File: src/rtl/cla_pipe_pkg.sv
// cla_pipe_pkg: shared constants and parameter helpers for the pipelined CLA adder/subtractor
package cla_pipe_pkg;

    localparam int GROUP_W = 4;

    function automatic int seg_width(input int width, input int stages);
        return (stages > 0) ? width / stages : GROUP_W;
    endfunction

    function automatic bit params_legal(input int width, input int stages);
        return (stages >= 1) && (stages <= 8) && (width > 0) && (width % (GROUP_W * stages) == 0);
    endfunction

endpackage

File: src/rtl/cla_seg.sv
// cla_seg: combinational SEG-bit carry-lookahead adder built from 4-bit groups with group lookahead
module cla_seg
    import cla_pipe_pkg::*;
#(
    parameter int SEG = 16
) (
    input  logic [SEG-1:0] i_a,
    input  logic [SEG-1:0] i_b,
    input  logic           i_ci,
    output logic [SEG-1:0] o_s,
    output logic           o_co
);
    localparam int NG = SEG / GROUP_W;

    logic [SEG-1:0] w_g;
    logic [SEG-1:0] w_p;
    logic [SEG-1:0] w_c;
    logic [NG-1:0]  w_gg;
    logic [NG-1:0]  w_gp;
    logic [NG:0]    w_gc;

    assign w_g = i_a & i_b;
    assign w_p = i_a ^ i_b;

    // group generate/propagate feed the group carry chain; bit carries are expanded inside each group
    always_comb begin
        w_gg = '0;
        w_gp = '0;
        w_gc = '0;
        w_c  = '0;
        w_gc[0] = i_ci;
        for (int j = 0; j < NG; j++) begin
            int o;
            o = j * GROUP_W;
            w_gp[j]    = &w_p[o +: 4];
            w_gg[j]    = w_g[o+3] | (w_p[o+3] & w_g[o+2]) | (&w_p[o+2 +: 2] & w_g[o+1]) | (&w_p[o+1 +: 3] & w_g[o]);
            w_gc[j+1]  = w_gg[j] | (w_gp[j] & w_gc[j]);
            w_c[o]     = w_gc[j];
            w_c[o+1]   = w_g[o] | (w_p[o] & w_gc[j]);
            w_c[o+2]   = w_g[o+1] | (w_p[o+1] & w_g[o]) | (&w_p[o +: 2] & w_gc[j]);
            w_c[o+3]   = w_g[o+2] | (w_p[o+2] & w_g[o+1]) | (&w_p[o+1 +: 2] & w_g[o]) | (&w_p[o +: 3] & w_gc[j]);
        end
    end

    assign o_s  = w_p ^ w_c;
    assign o_co = w_gc[NG];

endmodule

File: src/rtl/cla_pipe_addsub.sv
// cla_pipe_addsub: pipelined carry-lookahead adder/subtractor with valid/ready stall control
// Defining CLA_PIPE_OVF_EN adds the registered signed-overflow output o_ovf.
module cla_pipe_addsub
    import cla_pipe_pkg::*;
#(
    parameter int WIDTH  = 32,
    parameter int STAGES = 2
) (
    input  logic             i_clock,
    input  logic             i_reset_n,
    input  logic             i_in_valid,
    output logic             o_in_ready,
    input  logic [WIDTH-1:0] i_a,
    input  logic [WIDTH-1:0] i_b,
    input  logic             i_ci,
    input  logic             i_sub,
    output logic             o_out_valid,
    input  logic             i_out_ready,
    output logic [WIDTH-1:0] o_s,
    output logic             o_co
`ifdef CLA_PIPE_OVF_EN
    ,
    output logic             o_ovf
`endif
);
    localparam int SEG = seg_width(WIDTH, STAGES);

    if (!params_legal(WIDTH, STAGES)) begin : g_illegal
        $error("cla_pipe_addsub: WIDTH=%0d must be a multiple of 4*STAGES and STAGES=%0d must be 1..8", WIDTH, STAGES);
    end

    logic             w_stall;
    logic [WIDTH-1:0] w_a  [STAGES];
    logic [WIDTH-1:0] w_b  [STAGES];
    logic [WIDTH-1:0] w_ps [STAGES+1];
    logic [STAGES:0]  w_c;
    logic [STAGES:0]  w_v;
    logic [WIDTH-1:0] r_a;
    logic [WIDTH-1:0] r_b;
    logic             r_c;
    logic             r_v;
    logic [WIDTH-1:0] r_os;
    logic             r_oco;
    logic             r_ov;

    assign w_stall     = r_ov && !i_out_ready;
    assign o_in_ready  = !w_stall;
    assign o_out_valid = r_ov;
    assign o_s         = r_os;
    assign o_co        = r_oco;

    // input stage: capture A, B pre-inverted for subtraction, and the effective carry-in
    always_ff @(posedge i_clock or negedge i_reset_n) begin
        if (!i_reset_n) begin
            r_v <= 1'b0;
            r_a <= '0;
            r_b <= '0;
            r_c <= 1'b0;
        end else if (!w_stall) begin
            r_v <= i_in_valid;
            if (i_in_valid) begin
                r_a <= i_a;
                r_b <= i_b ^ {WIDTH{i_sub}};
                r_c <= i_sub | i_ci;
            end
        end
    end

    assign w_a[0]  = r_a;
    assign w_b[0]  = r_b;
    assign w_c[0]  = r_c;
    assign w_v[0]  = r_v;
    assign w_ps[0] = '0;

`ifdef CLA_PIPE_OVF_EN
    logic w_ovf;
`endif

    for (genvar k = 0; k < STAGES; k++) begin : g_stage
        logic [SEG-1:0]   w_sum;
        logic             w_co;
        logic [WIDTH-1:0] w_ns;
        logic [WIDTH-1:0] r_ps;
        logic             r_pc;
        logic             r_pv;

        cla_seg #(.SEG(SEG)) u_seg (
            .i_a  (w_a[k][k*SEG +: SEG]),
            .i_b  (w_b[k][k*SEG +: SEG]),
            .i_ci (w_c[k]),
            .o_s  (w_sum),
            .o_co (w_co)
        );

        // merge this segment's sum into the deskewed partial result
        always_comb begin
            w_ns = w_ps[k];
            w_ns[k*SEG +: SEG] = w_sum;
        end

        // segment register: partial sum, segment carry-out and the beat's valid bit
        always_ff @(posedge i_clock or negedge i_reset_n) begin
            if (!i_reset_n) begin
                r_pv <= 1'b0;
                r_ps <= '0;
                r_pc <= 1'b0;
            end else if (!w_stall) begin
                r_pv <= w_v[k];
                if (w_v[k]) begin
                    r_ps <= w_ns;
                    r_pc <= w_co;
                end
            end
        end

        assign w_ps[k+1] = r_ps;
        assign w_c[k+1]  = r_pc;
        assign w_v[k+1]  = r_pv;

        if (k < STAGES - 1) begin : g_skew
            logic [WIDTH-1:0] r_sa;
            logic [WIDTH-1:0] r_sb;

            // skew registers carry the operands forward to the stage that still needs their upper bits
            always_ff @(posedge i_clock or negedge i_reset_n) begin
                if (!i_reset_n) begin
                    r_sa <= '0;
                    r_sb <= '0;
                end else if (!w_stall && w_v[k]) begin
                    r_sa <= w_a[k];
                    r_sb <= w_b[k];
                end
            end

            assign w_a[k+1] = r_sa;
            assign w_b[k+1] = r_sb;
        end

`ifdef CLA_PIPE_OVF_EN
        if (k == STAGES - 1) begin : g_ovf
            logic r_ovf;

            // carry into the MSB is recovered from the operand and sum MSBs, then XORed with carry-out
            always_ff @(posedge i_clock or negedge i_reset_n) begin
                if (!i_reset_n)
                    r_ovf <= 1'b0;
                else if (!w_stall && w_v[k])
                    r_ovf <= w_a[k][WIDTH-1] ^ w_b[k][WIDTH-1] ^ w_sum[SEG-1] ^ w_co;
            end

            assign w_ovf = r_ovf;
        end
`endif
    end

    // output register: holds the aligned result until the consumer takes it
    always_ff @(posedge i_clock or negedge i_reset_n) begin
        if (!i_reset_n) begin
            r_ov  <= 1'b0;
            r_os  <= '0;
            r_oco <= 1'b0;
        end else if (!w_stall) begin
            r_ov <= w_v[STAGES];
            if (w_v[STAGES]) begin
                r_os  <= w_ps[STAGES];
                r_oco <= w_c[STAGES];
            end
        end
    end

`ifdef CLA_PIPE_OVF_EN
    logic r_oovf;

    // overflow flag travels with the result in the output register
    always_ff @(posedge i_clock or negedge i_reset_n) begin
        if (!i_reset_n)
            r_oovf <= 1'b0;
        else if (!w_stall && w_v[STAGES])
            r_oovf <= w_ovf;
    end

    assign o_ovf = r_oovf;
`endif

endmodule

File: config.mk
export PLATFORM = sky130hd
export DESIGN_NAME = cla_pipe_addsub
export DESIGN_NICKNAME = d
export VERILOG_FILES = /design/src/rtl/cla_pipe_pkg.sv /design/src/rtl/cla_seg.sv /design/src/rtl/cla_pipe_addsub.sv
export SDC_FILE = /design/constraint.sdc
export NUM_CORES = 1
export LEC_CHECK = 0
export BUFFER_PORTS_ARGS = -buffer_cell sky130_fd_sc_hd__buf_4
export CAP_MARGIN = 20
export CORE_MARGIN = 2
export CORE_UTILIZATION = 25
export CTS_CLUSTER_SIZE = 28
export DETAILED_ROUTE_END_ITERATION = 10
export GPL_ROUTABILITY_DRIVEN = 0
export PLACE_DENSITY_LB_ADDON = 0.15
export SLEW_MARGIN = 15
export SYNTH_ARGS = -nofsm -noshare
export SYNTH_HDL_FRONTEND = slang
export SYNTH_SLANG_ARGS = --single-unit
File: constraint.sdc
create_clock -name i_clock -period 4.3 [get_ports i_clock]
set_input_delay 0.43 -clock i_clock [delete_from_list [all_inputs] [get_ports i_clock]]
set_output_delay 0.43 -clock i_clock [all_outputs]
set_load 0.005 [all_outputs]
After elaboration in Yosys (flattened, before gate mapping)
Cells that the tools add are included.
{ "word_totals": {"register_bits": 216, "out_inout_bits": 35, "elab_cells": 240} }
{ "classes": {"n_bitwise": 169, "reduce_logical": 56} }
{ "ops": {"columns": ["cell", "count"], "rows": [
  ["1-bit bitwise OR", 81],
  ["1-bit AND", 80],
  ["16-bit bitwise XOR", 4],
  ["2-bit AND reduction", 28],
  ["3-bit AND reduction", 16],
  ["16-bit AND", 2],
  ["4-bit AND reduction", 8],
  ["32-bit bitwise XOR", 1],
  ["1-bit logical AND", 2],
  ["1-bit zero test", 2],
  ["1-bit inverter", 1]
]} }

Depth between registers and ports, before layout
Gate-level depths: netlist of the first run.
{ "depth": {"word_depth": 13, "mapped_depth": 9, "ltp_nobuf": 9} }

Cells and area by module
From an unflattened synthesis of the first run, not the netlist that was laid out.
{ "unflattened": {"hier_cells": 629, "hier_area_um2": 8564.5} }
{ "by_module_without_submodules": {"columns": ["module", "n_inst", "cells_each", "area_each_um2"], "rows": [
  ["cla_pipe_addsub", 1, 472, 7190.6],
  ["cla_seg (g_stage[0].u_seg)", 1, 83, 705.7],
  ["cla_seg (g_stage[1].u_seg)", 1, 74, 668.1]
]} }

Worst setup path after synthesis of the first run
No wires, ideal clock.
{ "synth_path": {"path_type": "reg-to-reg", "from": "reg g_stage[0].g_skew.r_sa[16]", "to": "reg g_stage[1].r_ps[24]", "setup_time_ps": 125, "arrival_time_ps": 2537, "required_time_ps": 4175, "setup_slack_ps": 1638, "path_stages_with_launch": 9, "n_path_buf": 0, "synth_period_minus_slack_ps": 2662, "cell_sequence": "dfrtp_1 > ha_1 > a211o_1 > a211o_1 > a221o_2 > a21oi_1 > o21bai_1 > fa_1 > mux2_2"} }
{ "synth_via": {"elab_chain_len": 7} }
{ "synth_rtl": {"columns": ["item", "line_no", "source"], "rows": [
  ["from (decl)", "cla_pipe_addsub.sv:121", "logic [WIDTH-1:0] r_sa;"],
  ["from (signal assigned)", "cla_pipe_addsub.sv:130", "r_sa <= w_a[k];"],
  ["16-bit bitwise XOR / 16-bit AND (equally long branches)", "cla_seg.sv:23, cla_seg.sv:22", null],
  ["4-bit AND reduction / 1-bit AND (equally long branches)", "cla_seg.sv:35, cla_seg.sv:36", null],
  ["1-bit AND / 1-bit bitwise OR (equally long branches)", "cla_seg.sv:37, cla_seg.sv:36", null],
  ["1-bit bitwise OR *", "cla_seg.sv:37", "w_gc[j+1] = w_gg[j] | (w_gp[j] & w_gc[j]);"],
  ["1-bit AND *", "cla_seg.sv:37", null],
  ["1-bit bitwise OR *", "cla_seg.sv:37", null],
  ["16-bit bitwise XOR *", "cla_seg.sv:45", "assign o_s = w_p ^ w_c;"],
  ["net g_stage[1].u_seg.o_s[8]", "cla_seg.sv:10", "output logic [SEG-1:0] o_s,"],
  ["to (signal assigned)", "cla_pipe_addsub.sv:110", "r_ps <= w_ns;"],
  ["to (decl)", "cla_pipe_addsub.sv:83", "logic [WIDTH-1:0] r_ps;"]
]} }
The timed path passes the listed nets; every way through them passes the cells marked *.
A chain may end at the register's enable or synchronous reset.

Final worst setup path of the first run
{ "layout_path": {"from": "reg g_stage[0].g_skew.r_sa[17]", "to": "reg g_stage[1].r_ps[28]"} }
{ "layout_via": {"elab_chain_len": 10} }
{ "layout_rtl": {"columns": ["item", "line_no", "source"], "rows": [
  ["16-bit bitwise XOR / 16-bit AND (equally long branches)", "cla_seg.sv:23, cla_seg.sv:22", null],
  ["3-bit AND reduction / 1-bit AND (equally long branches)", "cla_seg.sv:36", "w_gg[j] = w_g[o+3] | (w_p[o+3] & w_g[o+2]) | (&w_p[o+2 +: 2] & w_g[o+1]) | (&w_p[o+1 +: 3] & w_g[o]);"],
  ["1-bit AND / 1-bit bitwise OR (equally long branches)", "cla_seg.sv:36", null],
  ["1-bit bitwise OR", "cla_seg.sv:36", null],
  ["1-bit bitwise OR *", "cla_seg.sv:37", null],
  ["1-bit AND *", "cla_seg.sv:37", null],
  ["1-bit bitwise OR *", "cla_seg.sv:37", null],
  ["1-bit AND *", "cla_seg.sv:37", null],
  ["1-bit bitwise OR *", "cla_seg.sv:37", null],
  ["16-bit bitwise XOR *", "cla_seg.sv:45", null],
  ["net g_stage[1].u_seg.o_s[12]", "cla_seg.sv:10", null]
]} }
Marked as above.

==> results of run 1 <==
==> where the power goes <==
group	switching [mW]	internal, mW
Combinational	1.46	1.42
Clock	0.716	0.812
Sequential	0.440	2.46
==> how the worst min path moves through the flow <==
stage	startpoint	end	slack, ps	depth (start not counted)
6_report	i_reset_n	r_b[10]	160	1
5_1_grt	i_a[1]	r_a[1]	210	2
4_1_cts	i_reset_n	r_b[10]	200	1
3_5_place_dp	r_a[18]	g_stage[0].g_skew.r_sa[18]	450	2
3_3_place_gp	r_a[19]	g_stage[0].g_skew.r_sa[19]	450	2
2_1_floorplan	i_reset_n	g_stage[0].g_skew.r_sa[16]	130	0
==> cell families (layout without fill, tap and decap cells) <==
kind of cell / after synthesis / after routing / synth area share [%]
AND/OR/NAND/NOR: 207 / 207 / 10.0
adder cells (fa/ha/maj): 40 / 40 / 6.75
flip-flops: 184 / 184 / 55.5
multiplexers: 84 / 84 / 11.4
XOR/XNOR: 51 / 51 / 5.38
buffers and inverters: 47 / 159 / 2.16
AO/OA/AOI/OAI: 121 / 121 / 8.83
==> per-layer routing <==
metal	wire length (um)	share of wire, %	vias to the layer above	GRT usage [%]
li1	-	-	2694	-
met1	10600	57	2512	18.8
met2	7170	38	78	14.9
met3	700	3.7	10	2.45
met4	193	1.0	0	3.69
met5	0	0	-	0
==> stage by stage <==
step,instances,hold WS (ps),power [mW],area (um^2)
finish,1288,156,7.32,10200
global route,1288,207,8.01,10200
CTS,1288,196,7.47,10200
detailed placement,1256,447,5.90,9610
global placement,1256,449,5.85,9610
floorplan,734,134,4.84,8300
==> cells in the mapped netlist, types with 2 or more instances <==
cell | count | area share (%)
a211o_1 | 3 | 0.32
a211oi_1 | 8 | 0.72
a21o_1 | 4 | 0.36
a21oi_1 | 14 | 0.84
a31oi_1 | 2 | 0.15
and2_1 | 2 | 0.15
and3_1 | 3 | 0.23
buf_1 | 9 | 0.41
buf_2 | 2 | 0.12
clkbuf_1 | 21 | 0.95
dfrtp_1 | 184 | 55
fa_1 | 8 | 1.9
ha_1 | 32 | 4.8
inv_1 | 14 | 0.63
mux2_2 | 84 | 11
nand2_1 | 176 | 8.0
nand2b_1 | 3 | 0.23
nand3_1 | 6 | 0.36
nor2_1 | 8 | 0.36
nor3_1 | 3 | 0.18
o211a_1 | 2 | 0.24
o21a_1 | 3 | 0.27
o21ai_0 | 67 | 4.0
o21bai_1 | 2 | 0.18
o31ai_1 | 4 | 0.36
or3_1 | 2 | 0.15
xnor2_1 | 46 | 4.9
xor2_1 | 5 | 0.53
==> state kept, by name, summed over array words and instances, names as in the netlist <==
| name | count |
|---|---|
| g_stage.r_ps | 48 |
| o_s | 32 |
| r_a | 32 |
| r_b | 32 |
| g_stage.g_skew.r_sa | 16 |
| g_stage.g_skew.r_sb | 16 |
| g_stage.r_pc | 2 |
| g_stage.r_pv | 2 |
| o_co | 1 |
| o_out_valid | 1 |
| r_c | 1 |
| r_v | 1 |
==> cells in the final DEF, fill, tap and decap left out, types with 5 or more instances in the layout <==
master	netlist	final
a211oi_1	8	8
a21oi_1	14	14
buf_4	0	109
clkbuf_16	0	17
dfrtp_1	184	184
fa_1	8	8
ha_1	32	32
inv_1	14	14
inv_6	0	5
mux2_2	84	84
nand2_1	176	174
nand3_1	6	6
nor2_1	8	8
o21ai_0	67	67
xnor2_1	46	46
xor2_1	5	5
==> cell type report <==
class                      instances  area [um^2]
tap                              442          553
clock inverter                    15          141
multi-input combinational        503         3530
clock buffer                      17          425
inverter                          15         56.3
sequential                       184         4600
fill                            3405        22400
timing repair buffer             112          872
==> run summary, run 1 <==
Synthesized Nets: 844
Final net count: 943
Core ar.: 32,600 um^2
Tightest Hold Check Type: in -> async
Cell count along the critical path: 8
Setup Skew: 8.99 ps
DRT Pass-1 Iters: 4
Num rows: 66
Crit path setup slack, layout: 1430 ps
Global route overflow: 0
Total wire length: 18,700 um
Slew @ Worst Pin: 959 ps
CP startpoint: g_stage[0].g_skew.r_sa[17]
Hold_buf cts: 0
Worst R2R Setup Slack: 1430 ps
Reg-to-Reg Start: g_stage[0].g_skew.r_sa[17]
Max IR drop VDD: 0.000298 V
Slowest cell on the critical path: a221oi_2
Crit path max fanout: 3
Worst EP required: 4620 ps
Max Root-Sink Buffers: 2
Port bufs: 104
EDFF count, synth: 0
CTS buffer count: 17
Netlist Area Pre-Place: 8300 um^2
Sequential share of the synthesized area: 55.5%
Yosys warnings: 0
Via Count: 5,294
Largest net degree at the start of global routing: 119
H-tree Lvls: 4
Wire per inst: 14.5 um
Fmax: 349 MHz
RR Endpoint: g_stage[1].r_ps[28]
Static Leak: 4.73 nW
Final setup TNS: 0 ps
Post-synth ARST share: 100%
Slew Limit Fails: 0
Detailed Route Iter0 Violations: 285
Crit path to: g_stage[1].r_ps[28]
Detailed-route DRC error count: 0
Die area: 34,700 um^2
Max Cap Viol: 0
Synth Area per Inst: 11.3 um^2
Power Density: 719 nW/um^2
Io pins: 105
Final hold violation count: 0
Arr. time, crit path: 3180 ps
Dpl ws: 1450 ps
Final Setup Violations: 0
Status: finished clean
Initial Util: 25.4%
CTS Root Cell: clkbuf_16
Crit start category: flop
Min Tclk post-route: 2870 ps
Post CTS Setup Buffer Count: 0
Post-route clock period utilization: 66.7%
RSZ-0062 raised after global routing: false
Crit path buf inv count: 0
CP peak stage delay: 430 ps
Synthesis-to-finish area growth: 22.6%
Die height: 186 um
Post-route core utilization: 31.2%
Gr usage total: 11.6%
DIE WIDTH: 186 um
Max-slew headroom: 36.1%
Worst skew pair latency: 430 ps
Clock-pin slew on the worst setup and hold paths: 70 ps
FF+latch count, synth: 184
Initial antenna violation count: 0
Worst-case reg-to-reg path depth: 8
CTS sink cnt: 184
Synth cell types: 45
Post_cts resized: 0
Crit path cell chain: ha_1 > o21a_1 > a211o_1 > a221oi_2 > o21bai_2 > a21o_1 > fa_1 > mux2_2
Critical Path End Type: flop
Layout cells sized above 1: 27.8%
DR vias/cell: 4.11
Ant diodes: 0
Syn Inst Count: 734
Vias in the first global route: 5,476
ANT nets after route: 0
DP Wirelength: 13,400 um
Synth Flop Type: dfrtp_1
CTS tree: yes
First-pass GRT wire length: 30,900 um
CP delay by family, top: compound AO/OA/AOI/OAI gates
Worst setup path class: reg -> reg
(Power assumes the default switching activity.)
==> run 2, diff against run 1 <==
- clock period: 4.3 -> 2.7 ns (I/O delays scaled with it)
==> run 2 against run 1 <==
The flow now finishes with violations (setup timing). Cell count grew 2.0%. Die area is the same. Via count grew 2.5%. Critical path depth is the same. Clock skew grew 3.7 ps. Cell area grew 2.8%. Largest cell class unchanged. First-iteration DRC count shrank 19%. Clock power grew 61%. Setup slack lost 1400 ps. Hold slack lost 100 ps.
==> run summary, run 2 (synthesized netlist as in run 1, its figures left out) <==
Ant diodes: 0
Max IR drop VDD: 0.000565 V
Status: complete, but fails checks
Final hold violation count: 0
Layout cells sized above 1: 30.4%
Final net count: 969
Total wire length: 18,800 um
Violated checks: setup timing
Most Crowded Layer GR: met1
Clock-pin slew on the worst setup and hold paths: 80 ps
Static Leak: 4.88 nW
Fmax: 369 MHz
Global route overflow: 0
Worst EP required: 3020 ps
Initial antenna violation count: 0
Wire per inst: 14.3 um
Num rows: 66
Die height: 186 um
Power Density: 1150 nW/um^2
Min Tclk post-route: 2710 ps
Detailed Route Iter0 Violations: 230
Io pins: 105
Max FFs per register: 48
Detailed-route DRC error count: 0
Initial Util: 25.4%
First-pass GRT wire length: 30,700 um
Setup Skew: 12.7 ps
CTS buffer count: 17
Die area: 34,700 um^2
Biggest register: g_stage.r_ps
Commonest cells after routing, fill and taps aside: 184 x dfrtp_1, 174 x nand2_1, 132 x buf_4
Worst skew pair latency: 440 ps
DRT Pass-1 Iters: 4
Tightest Hold Check Type: in -> reg
DIE WIDTH: 186 um
Max Root-Sink Buffers: 2
H-tree Lvls: 4
CTS sink cnt: 184
Crit path max fanout: 2
Placed instance area: 9790 um^2
Worst setup path class: reg -> reg
DP Wirelength: 14,000 um
Slew @ Worst Pin: 591 ps
Worst R2R Setup Slack: -10 ps
Fin area: 10,500 um^2
RSZ-0062 raised after global routing: true
Largest net degree at the start of global routing: 69
Post-route clock period utilization: 100%
Final Power: 12.1 mW
Arr. time, crit path: 3030 ps
Port bufs: 104
DR vias/cell: 4.13
Via Count: 5,426
Post-route core utilization: 32.1%
Critical Path End Type: flop
Met1 usage: 18.6%
CTS Root Cell: clkbuf_16
Max Cap Viol: 0
CTS tree: yes
Commonest non-fill, non-tap cell in the layout: dfrtp_1
ANT nets after route: 0
Crit start category: flop
Gr usage total: 11.6%
Core ar.: 32,600 um^2
Vias in the first global route: 5,383
Slew Limit Fails: 0
Met3 Use GR: 2.90%
Final Setup Violations: 1
M2 GR Usage: 14.7%
Synthesis-to-finish area growth: 26.1%
Crit path setup slack, layout: -9.74 ps
Max-slew headroom: 60.6%
-- run 2: power breakdown --
part	leakage [nW]	switching, mW	total [mW]	internal, mW
clock network	0.280	1.23	2.47	1.24
registers	2.25	0.698	4.62	3.92
logic	2.36	2.44	4.99	2.55
total	4.88	4.36	12.1	7.70
-- run 2: area by class of cell --
| type | count | area [um^2] |
|---|---|---|
| well taps | 442 | 553 |
| clock inverters | 15 | 159 |
| flip-flops and latches | 184 | 4600 |
| fillers | 3374 | 22200 |
| inverters | 15 | 56.3 |
| repair buffers | 138 | 1090 |
| multi-input cells | 503 | 3570 |
| clock buffers | 17 | 425 |
-- run 2: routing by layer --
layer  wire length, um  vias to the layer above
met5                 0                        -
li1                  -                     2750
met2              7180                       88
met3               746                       16
met1             10600                     2572
met4               244                        0
-- run 2: critical path, cell delays in order (launching register included) --
cell and delay [ps]:
dfrtp_1 380, ha_1 310, a211o_1 280, a211o_1 320
a221o_2 390, a21oi_4 180, o21bai_4 70, fa_2 400
mux2_2 260
-- run 2: final timing paths --
kind	start	endpoint	cells past startpoint
worst max register to register	g_stage[0].g_skew.r_sa[16]	g_stage[1].r_ps[24]	8
max in group asynchronous	i_reset_n	g_stage[1].r_ps[25]	3
worst min register to register	r_a[29]	g_stage[0].g_skew.r_sa[29]	2
worst max-delay path	g_stage[0].g_skew.r_sa[16]	g_stage[1].r_ps[24]	8
worst min-delay path	i_a[16]	r_a[16]	2
min in group asynchronous	i_reset_n	r_b[5]	2
-- run 2: timing repair --
item                       in CTS  in global routing
hold buffers                    1                  0
setup endpoints to repair       2                  5
pin swaps                       6                  2
hold endpoints to repair       64                  0
gates resized for setup         2                  9
buffers inserted                2                  3
-- run 2: metrics by stage --
| step | instances | hold WS (ps) | TNS, ps | setup slack [ps] |
|---|---|---|---|---|
| after floorplan | 734 | -25.6 | 0 | 38.5 |
| after global placement | 1276 | 336 | -59.4 | -32.2 |
| after detailed placement | 1276 | 333 | -91.2 | -47.1 |
| after CTS | 1311 | 30.2 | -78.1 | -39.1 |
| after global routing | 1314 | 31.1 | -218 | -111 |
| final | 1314 | 52.4 | -9.74 | -9.74 |
==> run 3, diff against run 2 <==
==> constraint.sdc (replaced) <==
create_clock -name i_clock -period 2.7 [get_ports i_clock]
set_input_delay 0.405 -clock i_clock [delete_from_list [all_inputs] [get_ports i_clock]]
set_output_delay 0.405 -clock i_clock [all_outputs]
set_load 0.005 [all_outputs]
==> run 3 against run 2 <==
The flow now finishes without violations. Cell area decreased by 0.11%. Sequential power about the same. Count of clock-buffer cells in the layout increased by 1. Die area unchanged. Wire length decreased by 0.62%. Hold slack improved by 140 ps. Via count decreased by 2.5%. Largest cell class unchanged.
==> run summary, run 3 (synthesized netlist as in run 1, its figures left out) <==
Multi-input logic area: 3550 um^2
RSZ-0062 raised after global routing: true
Global route overflow: 0
CP delay by family, top: compound AO/OA/AOI/OAI gates
FILL cells: 3,368
Max IR drop VDD: 0.000450 V
Fin area: 10,500 um^2
Max Cap Viol: 0
Final Setup Violations: 0
Placed instance area: 9780 um^2
Critical Path End Type: flop
Placed Instances: 1,274
Worst skew pair latency: 440 ps
Tightest Hold Check Type: in -> reg
Crit path buf inv count: 0
DP Wirelength: 14,000 um
H-tree Lvls: 4
DR vias/cell: 4.05
Max Root-Sink Buffers: 2
Dpl ws: -58.3 ps
Crit path max fanout: 2
Fmax: 374 MHz
Post-route clock period utilization: 99.1%
Slew @ Worst Pin: 533 ps
Ant diodes: 0
Detailed-route DRC error count: 0
Synthesis-to-finish area growth: 26.0%
Initial antenna violation count: 0
Final Non-Filler Cells: 1,308
Initial Util: 25.4%
Power Density: 1160 nW/um^2
Worst setup path class: reg -> reg
CP most frequent cell: a211o_1
DRT Pass-1 Iters: 4
Final net count: 963
Wire per inst: 14.3 um
Status: finished clean
ANT nets after route: 0
Total wire length: 18,700 um
Slew Limit Fails: 0
Arr. time, crit path: 3000 ps
Io pins: 105
Static Leak: 4.88 nW
Min Tclk post-route: 2680 ps
Die area: 34,700 um^2
Largest net degree at the start of global routing: 72
Worst EP required: 3020 ps
CTS tree: yes
Crit path setup slack, layout: 24.6 ps
Port bufs: 104
Num rows: 66
Final hold violation count: 0
Detailed Route Iter0 Violations: 254
CTS buffer count: 17
Clock-pin slew on the worst setup and hold paths: 80 ps
Setup Skew: 13.6 ps
Commonest non-fill, non-tap cell in the layout: dfrtp_1
Vias in the first global route: 5,374
CP peak stage delay: 410 ps
CTS Root Cell: clkbuf_16
Core ar.: 32,600 um^2
Biggest register: g_stage.r_ps
Layout cells sized above 1: 29.8%
Gr usage total: 11.4%
Via Count: 5,291
Die height: 186 um
Commonest cells after routing, fill and taps aside: 184 x dfrtp_1, 174 x nand2_1, 125 x buf_4
DIE WIDTH: 186 um
CTS sink cnt: 184
Slowest cell on the critical path: fa_2
Max FFs per register: 48
Register area: 4600 um^2
Crit start category: flop
Post-route core utilization: 32.0%
Crit path cell chain: ha_1 > a211o_1 > a211o_1 > a221o_2 > a21oi_2 > o21bai_1 > fa_2 > mux2_2
Max-slew headroom: 64.4%
First-pass GRT wire length: 30,300 um
-- run 3: cell types whose count changed in the layout (fill, tap and decap cells not counted), moves of 2 or more --
cell / before / now
clkinv_4: 1 / 3
buf_4: 132 / 125
inv_6: 6 / 4
clkinv_8: 3 / 0
bufinv_16: 0 / 3
-- run 3: path summary, 6_finish.rpt --
path / from / end / slack [ps] / cells past startpoint
setup reg to reg: g_stage[0].g_skew.r_sa[16] / g_stage[1].r_ps[24] / 20 / 8
hold / removal: i_a[21] / r_a[21] / 190 / 2
min in group asynchronous: i_reset_n / r_b[7] / 470 / 2
max in group asynchronous: i_reset_n / g_stage[1].r_ps[28] / 1510 / 3
hold reg to reg: r_a[28] / g_stage[0].g_skew.r_sa[28] / 470 / 2
setup / recovery: g_stage[0].g_skew.r_sa[16] / g_stage[1].r_ps[24] / 20 / 8
-- run 3: cell type report --
cell class | instances | area share (%)
clock buffer | 18 | 4.20
clock inverter | 14 | 1.78
inverter | 15 | 0.539
multi-input combinational | 503 | 34.0
sequential | 184 | 44.0
tap | 442 | 5.29
timing repair buffer | 132 | 10.2
-- run 3: metal layers --
metal,up-vias,track usage (%),wire [um]
met1,2469,18.5,10700
met3,15,2.53,598
li1,2734,-,-
met4,0,3.87,200
met5,-,0,0
met2,73,14.6,7160
-- run 3: worst reg2reg max path, delay by kind of cell, from the launching register on --
family,cells,cell delay (ps)
AO/OA/AOI/OAI,5,1210
adder cells (fa/ha/maj),2,720
flip-flops,1,380
multiplexers,1,260
-- run 3: what timing repair did --
action                                  CTS  global route
hold endpoints to repair                 41             0
hold buffers                              1             0
endpoints found under the setup margin    3             5
gates resized for setup                   2             5
pin swaps                                 5             3
setup buffers                             0             1
-- run 3: metrics by stage --
step | total power, mW | hold slack (ps) | setup TNS [ps]
floorplan | 7.70 | 109 | 0
global placement | 9.50 | 378 | -71.0
detailed placement | 9.55 | 380 | -97.3
CTS | 12.3 | 173 | -75.6
global route | 13.2 | 179 | -197
finish | 12.1 | 190 | 0
-- run 3: power by group --
part	total, mW	internal [mW]	leakage [nW]	switching (mW)
Sequential	4.62	3.92	2.25	0.701
Combinational	4.82	2.46	2.32	2.37
Clock	2.66	1.51	0.306	1.14
Total	12.1	7.89	4.88	4.21
